==> config.mk <==
export PLATFORM = sky130hd
export DESIGN_NAME = instruction_encoder_flat
export DESIGN_NICKNAME = d
export VERILOG_FILES = /design/src/rtl/cpu8_isa_pkg.sv /design/src/rtl/instruction_encoder_if.sv /design/src/rtl/instruction_pack.sv /design/src/rtl/instruction_encoder.sv /design/src/flat_wrapper.sv
export SDC_FILE = /design/constraint.sdc
export NUM_CORES = 1
export LEC_CHECK = 0
export CORE_MARGIN = 5
export CORE_UTILIZATION = 45
export DETAILED_ROUTE_END_ITERATION = 16
export PLACE_DENSITY = 0.83
export SLEW_MARGIN = 20
export SYNTH_ARGS = -nofsm -noshare
export SYNTH_HDL_FRONTEND = slang
export SYNTH_SLANG_ARGS = --single-unit
==> constraint.sdc <==
create_clock -name clk -period 3.1 [get_ports clk]
set_input_delay 0.62 -clock clk [delete_from_list [all_inputs] [get_ports clk]]
set_output_delay 0.62 -clock clk [all_outputs]
set_load 0.01 [all_outputs]
==> src/rtl/cpu8_isa_pkg.sv <==
// Shared 8-bit CPU instruction-set definitions: mnemonic codes, word field
// positions and legality helpers used by both the encoder and the decoder.
package cpu8_isa_pkg;

    localparam int OPC_MSB  = 7;
    localparam int OPC_LSB  = 4;
    localparam int OPND_MSB = 3;
    localparam int OPND_LSB = 0;
    localparam int OPND_W   = OPND_MSB - OPND_LSB + 1;

    typedef enum logic [3:0] {
        OP_IN   = 4'h0,
        OP_OUT  = 4'h1,
        OP_LOAD = 4'h2,
        OP_ADD  = 4'h3,
        OP_SUB  = 4'h4,
        OP_AND  = 4'h5,
        OP_JMP  = 4'h8,
        OP_JZ   = 4'h9,
        OP_JNZ  = 4'hA,
        OP_JC   = 4'hB,
        OP_JNC  = 4'hC
    } op_e;

    typedef enum logic [1:0] {
        ST_IDLE,
        ST_LOAD,
        ST_FULL,
        ST_DONE
    } enc_state_e;

    function automatic logic is_legal_op(input logic [3:0] op);
        case (op)
            OP_IN, OP_OUT, OP_LOAD, OP_ADD, OP_SUB, OP_AND,
            OP_JMP, OP_JZ, OP_JNZ, OP_JC, OP_JNC: return 1'b1;
            default:                              return 1'b0;
        endcase
    endfunction

    // IN and OUT carry no operand; every other legal mnemonic does.
    function automatic logic has_operand(input logic [3:0] op);
        return is_legal_op(op) && (op != OP_IN) && (op != OP_OUT);
    endfunction

endpackage

==> src/rtl/instruction_encoder_if.sv <==
// Symbolic-instruction input stream plus registered program-memory write port.
interface instruction_encoder_if #(
    parameter int ADDR_W = 4
) ();

    logic              in_valid;
    logic              in_ready;
    logic [3:0]        in_op;
    logic [7:0]        in_imm;
    logic              in_last;
    logic              mem_we;
    logic [ADDR_W-1:0] mem_addr;
    logic [7:0]        mem_wdata;

    modport master (
        output in_valid, in_op, in_imm, in_last,
        input  in_ready, mem_we, mem_addr, mem_wdata
    );

    modport slave (
        input  in_valid, in_op, in_imm, in_last,
        output in_ready, mem_we, mem_addr, mem_wdata
    );

endinterface

==> src/rtl/instruction_pack.sv <==
// Combinational packer: mnemonic + operand -> 8-bit instruction word, with
// legality and operand-range classification.
module instruction_pack
    import cpu8_isa_pkg::*;
(
    input  logic [3:0] op_i,
    input  logic [7:0] imm_i,
    output logic [7:0] word_o,
    output logic       legal_o,
    output logic       range_err_o,
    output logic       write_o
);

    logic operand;

    always_comb begin
        operand     = has_operand(op_i);
        legal_o     = is_legal_op(op_i);
        // Range is only meaningful for a legal mnemonic that carries an operand.
        range_err_o = legal_o && operand && (|imm_i[7:OPND_W]);
        word_o      = '0;
        word_o[OPC_MSB:OPC_LSB] = op_i;
        if (operand) begin
            word_o[OPND_MSB:OPND_LSB] = imm_i[OPND_W-1:0];
        end
        write_o     = legal_o && !range_err_o;
    end

endmodule

==> src/rtl/instruction_encoder.sv <==
// Program loader: packs symbolic instructions and writes them to consecutive
// program-memory addresses, tracking count, session state and sticky errors.
module instruction_encoder
    import cpu8_isa_pkg::*;
#(
    parameter int ADDR_W = 4
) (
    input  logic                   clk,
    input  logic                   reset,
    input  logic                   start,
    instruction_encoder_if.slave   bus,
    output logic [ADDR_W:0]        count,
    output logic                   busy,
    output logic                   done,
    output logic                   err_illegal,
    output logic                   err_range,
    output logic                   err_overflow
);

    localparam int              DEPTH_I = 1 << ADDR_W;
    localparam logic [ADDR_W:0] DEPTH   = DEPTH_I[ADDR_W:0];

    enc_state_e        state_q, state_d;
    logic [ADDR_W:0]   count_q, count_d;
    logic              ill_q, ill_d;
    logic              rng_q, rng_d;
    logic              ovf_q, ovf_d;
    logic              we_q, we_d;
    logic [ADDR_W-1:0] addr_q, addr_d;
    logic [7:0]        wdata_q, wdata_d;

    logic [7:0]        pk_word;
    logic              pk_legal;
    logic              pk_range;
    logic              pk_write;

    instruction_pack u_pack (
        .op_i        (bus.in_op),
        .imm_i       (bus.in_imm),
        .word_o      (pk_word),
        .legal_o     (pk_legal),
        .range_err_o (pk_range),
        .write_o     (pk_write)
    );

    always_comb begin
        state_d = state_q;
        count_d = count_q;
        ill_d   = ill_q;
        rng_d   = rng_q;
        ovf_d   = ovf_q;
        we_d    = 1'b0;
        addr_d  = addr_q;
        wdata_d = wdata_q;

        // start outranks any offered word, so nothing is accepted that cycle.
        if (start) begin
            state_d = ST_LOAD;
            count_d = '0;
            ill_d   = 1'b0;
            rng_d   = 1'b0;
            ovf_d   = 1'b0;
            addr_d  = '0;
        end else begin
            case (state_q)
                ST_LOAD: begin
                    if (bus.in_valid && (count_q != DEPTH)) begin
                        if (!pk_legal) ill_d = 1'b1;
                        if (pk_range)  rng_d = 1'b1;
                        if (pk_write) begin
                            we_d    = 1'b1;
                            addr_d  = count_q[ADDR_W-1:0];
                            wdata_d = pk_word;
                            count_d = count_q + 1'b1;
                        end
                        // A final word ends the session even when full or dropped.
                        if (bus.in_last) begin
                            state_d = ST_DONE;
                        end else if (count_d == DEPTH) begin
                            state_d = ST_FULL;
                        end
                    end
                end
                ST_FULL: begin
                    if (bus.in_valid) ovf_d = 1'b1;
                end
                default: ;
            endcase
        end
    end

    always_ff @(posedge clk) begin
        if (reset) begin
            state_q <= ST_IDLE;
            count_q <= '0;
            ill_q   <= 1'b0;
            rng_q   <= 1'b0;
            ovf_q   <= 1'b0;
            we_q    <= 1'b0;
            addr_q  <= '0;
            wdata_q <= '0;
        end else begin
            state_q <= state_d;
            count_q <= count_d;
            ill_q   <= ill_d;
            rng_q   <= rng_d;
            ovf_q   <= ovf_d;
            we_q    <= we_d;
            addr_q  <= addr_d;
            wdata_q <= wdata_d;
        end
    end

    assign bus.in_ready  = (state_q == ST_LOAD) && (count_q != DEPTH);
    assign bus.mem_we    = we_q;
    assign bus.mem_addr  = addr_q;
    assign bus.mem_wdata = wdata_q;

    assign count        = count_q;
    assign busy         = (state_q == ST_LOAD);
    assign done         = (state_q == ST_DONE);
    assign err_illegal  = ill_q;
    assign err_range    = rng_q;
    assign err_overflow = ovf_q;

endmodule

==> src/flat_wrapper.sv <==
// flat-port wrapper written by rule: the top's interface ports become plain ports
module instruction_encoder_flat import cpu8_isa_pkg::*;
#(
    parameter int ADDR_W = 4
)
  (clk, reset, start, count, busy, done, err_illegal, err_range, err_overflow, bus_in_valid, bus_in_op, bus_in_imm, bus_in_last, bus_in_ready, bus_mem_we, bus_mem_addr, bus_mem_wdata);
  instruction_encoder_if #(.ADDR_W(ADDR_W)) bus_i ();
  input  logic clk;
  input  logic reset;
  input  logic start;
  output logic [ADDR_W:0] count;
  output logic busy;
  output logic done;
  output logic err_illegal;
  output logic err_range;
  output logic err_overflow;
  input wire logic [$bits(bus_i.in_valid)-1:0] bus_in_valid;
  input wire logic [$bits(bus_i.in_op)-1:0] bus_in_op;
  input wire logic [$bits(bus_i.in_imm)-1:0] bus_in_imm;
  input wire logic [$bits(bus_i.in_last)-1:0] bus_in_last;
  output wire logic [$bits(bus_i.in_ready)-1:0] bus_in_ready;
  output wire logic [$bits(bus_i.mem_we)-1:0] bus_mem_we;
  output wire logic [$bits(bus_i.mem_addr)-1:0] bus_mem_addr;
  output wire logic [$bits(bus_i.mem_wdata)-1:0] bus_mem_wdata;
  assign bus_i.in_valid = bus_in_valid;
  assign bus_i.in_op = bus_in_op;
  assign bus_i.in_imm = bus_in_imm;
  assign bus_i.in_last = bus_in_last;
  assign bus_in_ready = bus_i.in_ready;
  assign bus_mem_we = bus_i.mem_we;
  assign bus_mem_addr = bus_i.mem_addr;
  assign bus_mem_wdata = bus_i.mem_wdata;
  instruction_encoder #(.ADDR_W(ADDR_W)) u_core (.clk(clk), .reset(reset), .start(start), .bus(bus_i), .count(count), .busy(busy), .done(done), .err_illegal(err_illegal), .err_range(err_range), .err_overflow(err_overflow));
endmodule
==> metrics, run 1 <==
leading area contributor after synthesis dfxtp_1; commonest non-fill, non-tap cell in the layout clkdlybuf4s50_1; Post-DRT Antenna Nets 0; largest net degree at the start of global routing 14; maximum fanout along the worst path 7; first-pass GRT wire length between 4000 and 5000 um; commonest non-fill, non-tap cells in the layout clkdlybuf4s50_1 (40), dfxtp_1 (23), nor2_1 (20); Overall Global Routing Usage 16.4%; DRT Pass-1 Iters 4; FF+latch count, synth 23; Sw Share a little under a quarter; hold buffers post-CTS 0; Initial Util 47.1%; Die Y about 58 um; Synth warnings 0; post-synthesis sequential area ratio 44.7%; clock sinks 23; # Post-CTS Setup Buffers 0; asr flop ratio synth 0%; I/O Buffers 40; CORE AREA roughly 2200 um2; most used flip-flop cell after synthesis dfxtp_1; fin crit period 2.70 ns; GP Congestion between 0.8 and 0.9; Hold Crit Class flop to flop; Die X ~58 um; Post-synth EDFFs 0; Clock Tree Buf Depth 2; share of post-route cells with drive strength above 1 under 10%; Critical Path RT 2.48 ns; fillcell total ~180; register area approximately 460 um2; sequential power share around 60%; RSZ-0062 raised after global routing false; Pleak about 0.54 nW; startpoint class of the critical path flop; routed vias slightly below 1000; gr ovfl total 0; Syn Inst Count about 120; Worst slew margin 54.9%; placed wire-length estimate 2020 um; final worst slack about 0.4 ns; Post-CTS Resized 0; via count of the first global-routing pass 1007; Int Power about 0.38 mW; clock latency at the later pin of the worst-skew pair between 0.3 and 0.4 ns; PwrDens 333 nW/um2; vias per cell roughly 5.4; Yosys top cell area share ~45%; fin util 68.0%; CP arrival about 2.1 ns; Site Rows 17; Max IR drop VDD ~240 uV; DP Worst Slack roughly 0.35 ns; total power approximately 0.5 mW; area grow syn2layout 44.5%; fin area roughly 1500 um2; wire per inst around 14 um; initial antenna violation count 0; Placed Instances ~180; Max Cap Viol 0; Synth cell types 33; Routed Wire Length between 2000 and 3000 um; CTS buffer count 3; period utilisation layout about 87%; Post-Syn Area per Cell 8.97 um2; setup total negative slack 0 ns; CTS clk-pin slew, worst paths roughly 0.11 ns; Comb pwr share 12.1%; Worst Tran Pin Value 0.668 ns; area occupied by multi-input gates approximately 530 um2; endpoint class of the critical path primary output; worst hold margin between 0.4 and 0.5 ns; fmax 370 MHz; crit path kind flop to primary output; Initial DRC Count 18; Cell Area, Synth 1030 um2; die area 3350 um2; clock group share of total power between 20% and 30%; fin cells about 190; # nets final ~180; # setup viols final 0; drc violations 0; Mapped Nets roughly 130; placed inst area around 1500 um2; H-Tree Depth 1; Slew Limit Fails 0; n_diodes 0; Hold Fails Final Rpt 0; Psw 0.115 mW; boundary pin count 41; clk_skew approximately 0.0056 ns; CTS Root Cell clkbuf_4; synth top area cells dfxtp_1 (45%), mux2i_1 (7.8%), nor2_1 (7.3%); CTS tree built; outcome complete, no violations
==> sequential cells by signal, indices dropped and copies added, names as in the netlist <==
signal                count
u_core.bus.mem_addr       4
u_core.bus.mem_wdata      8
u_core.bus.mem_we         1
u_core.count              5
u_core.err_illegal        1
u_core.err_overflow       1
u_core.err_range          1
u_core.state_q            2
==> per-layer routing <==
metal | track usage [%] | vias to the layer above | share of wire [%] | wire length (um)
met1 | 17.8 | 461 | 41 | 1060
met5 | 0 | - | 0 | 0
li1 | - | 496 | - | -
met2 | 30.8 | 30 | 51 | 1320
met4 | 5.96 | 0 | 1.2 | 30
met3 | 3.56 | 3 | 5.8 | 150
==> cell usage after synthesis, drive strengths merged, types with 2 or more instances <==
| master | number |
|---|---|
| nor2 | 21 |
| nand3 | 3 |
| nand2 | 6 |
| nor3 | 4 |
| or3 | 2 |
| nand4 | 4 |
| xnor2 | 4 |
| mux2i | 8 |
| dfxtp | 23 |
| ha | 2 |
| clkbuf | 2 |
| inv | 5 |
| or4 | 2 |
| a31oi | 4 |
| buf | 2 |
| a21oi | 7 |
| a22oi | 2 |
==> power by group through the flow <==
stage          logic [mW]  clock network (mW)  registers (mW)
2_1_floorplan      0.0234                   0           0.306
3_3_place_gp       0.0585                   0           0.306
3_5_place_dp       0.0596                   0           0.306
4_1_cts            0.0601               0.144           0.300
5_1_grt            0.0649               0.159           0.300
6_report           0.0603               0.136           0.299
==> layout make-up <==
| type | count | share of cell area (%) |
|---|---|---|
| clock buffer | 4 | 1.76 |
| tap | 28 | 2.35 |
| timing repair buffer | 42 | 27.9 |
| sequential | 23 | 30.9 |
| multi-input combinational | 83 | 35.9 |
| inverter | 5 | 1.26 |
==> final timing paths <==
kind,slack [ns],from,to,depth (start not counted)
worst max register to register,0.91,u_core.count[0]$_SDFFE_PP0P_,u_core.bus.mem_wdata[5]$_SDFFE_PP0P_,8
worst min-delay path,0.46,u_core.bus.mem_wdata[2]$_SDFFE_PP0P_,u_core.bus.mem_wdata[2]$_SDFFE_PP0P_,2
worst min register to register,0.46,u_core.bus.mem_wdata[2]$_SDFFE_PP0P_,u_core.bus.mem_wdata[2]$_SDFFE_PP0P_,2
worst max-delay path,0.40,u_core.count[0]$_SDFFE_PP0P_,bus_in_ready,5
==> worst max-delay path, cell delays in order, from the launching register on <==
cell and delay (ns):
dfxtp_1 0.40, inv_1 0.10, ha_1 0.14, nor4bb_1 0.54, nor2_1 0.08, clkdlybuf4s50_1 0.50
==> cell families after synthesis <==
family                     synth area share (%)
adders and majority gates                  2.43
xor gates and xnor gates                   4.25
DFF                                        44.7
AOI/OAI and AO/OA                          13.0
muxes                                      7.77
and+or+nand+nor                            24.4
buffers and inverters                      3.52
Power figures use the tool's default switching activity.
==> inputs of run 2 (changes only) <==
Settings changed: HOLD_SLACK_MARGIN set to 0.15.
==> results of run 2 <==
Same layout as run 1: the final DEF is identical, and so are final timing and power.
==> RTL edit, RTL diff (settings of run 2) <==
Re-encode `enc_state_e` (4 states) as one-hot, 4 bits wide.
--- a/src/rtl/cpu8_isa_pkg.sv
+++ b/src/rtl/cpu8_isa_pkg.sv
@@ -22,11 +22,11 @@
         OP_JNC  = 4'hC
     } op_e;
 
-    typedef enum logic [1:0] {
-        ST_IDLE,
-        ST_LOAD,
-        ST_FULL,
-        ST_DONE
+    typedef enum logic [3:0] {
+        ST_IDLE = 4'b0001,
+        ST_LOAD = 4'b0010,
+        ST_FULL = 4'b0100,
+        ST_DONE = 4'b1000
     } enc_state_e;
 
     function automatic logic is_legal_op(input logic [3:0] op);
Behaviour: same outputs for any inputs over 10 cycles, from zero or initial values and one cycle with reset high; not proved beyond that.
==> RTL edit against run 2 <==
- first-iteration DRC count is 100% higher
- register-to-register slack better by 80 ps
- setup slack better by 130 ps
- non-clock buffer count is 1 lower
- area after synthesis is 9.0% higher
- cell area is 5.0% higher
- combinational power is 8.1% lower
- via count is 3.6% higher
- sequential cell count is 2 higher
- clock skew is 4.2 ps lower
- total power is 5.9% higher
- synthesized cell count is 6.1% higher
- routed wire length is 6.1% higher
- critical endpoint unchanged
==> RTL edit: results (changes against run 2) <==
Setup path
  • R2r startpoint: u_core.state_q[1]
  • Critical path arrival: 1950 ps (-130 ps)
  • Critical Path End: bus_in_ready
  • Top delay family on crit path: simple AND/OR/NAND/NOR gates
  • Worst R2R Path Depth: 6 (-2)
  • Worst path slowest cell: clkdlybuf4s50_1
  • Worst reg2reg setup slack: 990 ps (+80 ps)
  • RR Endpoint: u_core.bus.mem_wdata[4]
  • Crit-path max FO: 5 (-2)

Detailed routing
  • Metal1 wirelength: 1190 um (+12%)
  • Met2 WL post-DR: 1310 um (-0.68%)
  • Post-Route WL: 2720 um (+6.1%)
  • First DRT Iteration DRCs: 36 (+18)
  • Pre-antenna DRT Iters: 4 (unchanged)
  • WL met3: 192 um (+28%)
  • Drt via density: 5.40 (+0.91%)

Pwr
  • Leakage: 0.528 nW (-2.1%)
  • Clock Power: 0.000143 W (+5%)
  • Switching Power: 0.000120 W (+4.1%)
  • Worst vdd ir: 0.261 mV (+7.5%)
  • Register share of total power: 62.3% (+1.9 points)

Placement
  • Final RePlAce weighted congestion: 0.773 (-6.9%)
  • Cell Area, Placed: 1540 um2 (+5.1%)
  • Final HPWL from detailed placement: 2070 um (+2.6%)
  • DP Worst Slack: 200 ps (-154 ps)

STA
  • Worst-Margin Slew: 579 ps (-89.2 ps)
  • Clk_skew: 1.40 ps (-4.16 ps)
  • Final WS setup: 529 ps (+129 ps)

Global routing
  • Met3 Resource Use GR: 2.59% (-0.97 points)
  • GR Util met2: 30.6% (-0.25 points)
  • Pin count of the biggest net entering global routing: 16 (+2)
  • Met1 usage: 19.3% (+1.5 points)
  • Vias in the first global route: 1023 (+1.6%)
  • First-pass GRT wire length: 4590 um (+3.8%)
  • GRT Util Overall: 16.7% (+0.25 points)

Yosys
  • Synth top cells by count: dfxtp_1, nor2_1, a21oi_1
  • Register area share after synthesis: 44.5% (-0.12 points)
  • Post-synthesis adder-cell area fraction: 2.23% (-0.20 points)
  • Complex-gate fraction of the synthesized area: 13.3% (+0.27 points)
  • Syn Nets: 141 (+5.2%)
  • Cell variety after synth: 34 (+3.0%)
  • Top FF cell, synth: dfxtp_1
  • Xor and xnor fraction of the mapped netlist area: 3.90% (-0.35 points)
  • Mux cell area share after synthesis: 7.13% (-0.64 points)
  • Dominant cells by area after synthesis: dfxtp_1, mux2i_1, nor2_1

Cells and area
  • Nets: 180 (+1.7%)
  • Layout cells sized above 1: 6.88% (-0.13 points)

Run status
  • Status: completed

Clocking
  • Reg clk slew, reported paths: 130 ps (+20 ps)
  • CTS Buf Count: 3 (unchanged)
-- RTL edit: metrics by stage --
stage	hold slack [ps]	total power, W	instances
final	478	0.000525	190
after global placement	455	0.000388	186
after CTS	479	0.000532	190
after floorplan	474	0.000357	122
after global routing	509	0.000554	190
after detailed placement	459	0.000390	186
-- RTL edit: layout make-up --
class	count	area, um2
repair buffers	41	408
well taps	30	37.5
multi-input cells	87	582
flip-flops and latches	25	500
inverters	3	11.3
fillers	221	867
clock buffers	4	26.3
-- RTL edit: worst min-delay path by stage --
stage | start | end | depth (start not counted)
floorplan | u_core.state_q[3] | u_core.state_q[3] | 2
global placement | u_core.bus.mem_wdata[3] | u_core.bus.mem_wdata[3] | 2
detailed placement | u_core.bus.mem_wdata[3] | u_core.bus.mem_wdata[3] | 2
CTS | u_core.bus.mem_wdata[3] | u_core.bus.mem_wdata[3] | 2
global route | u_core.bus.mem_wdata[3] | u_core.bus.mem_wdata[3] | 2
finish | u_core.bus.mem_wdata[3] | u_core.bus.mem_wdata[3] | 2
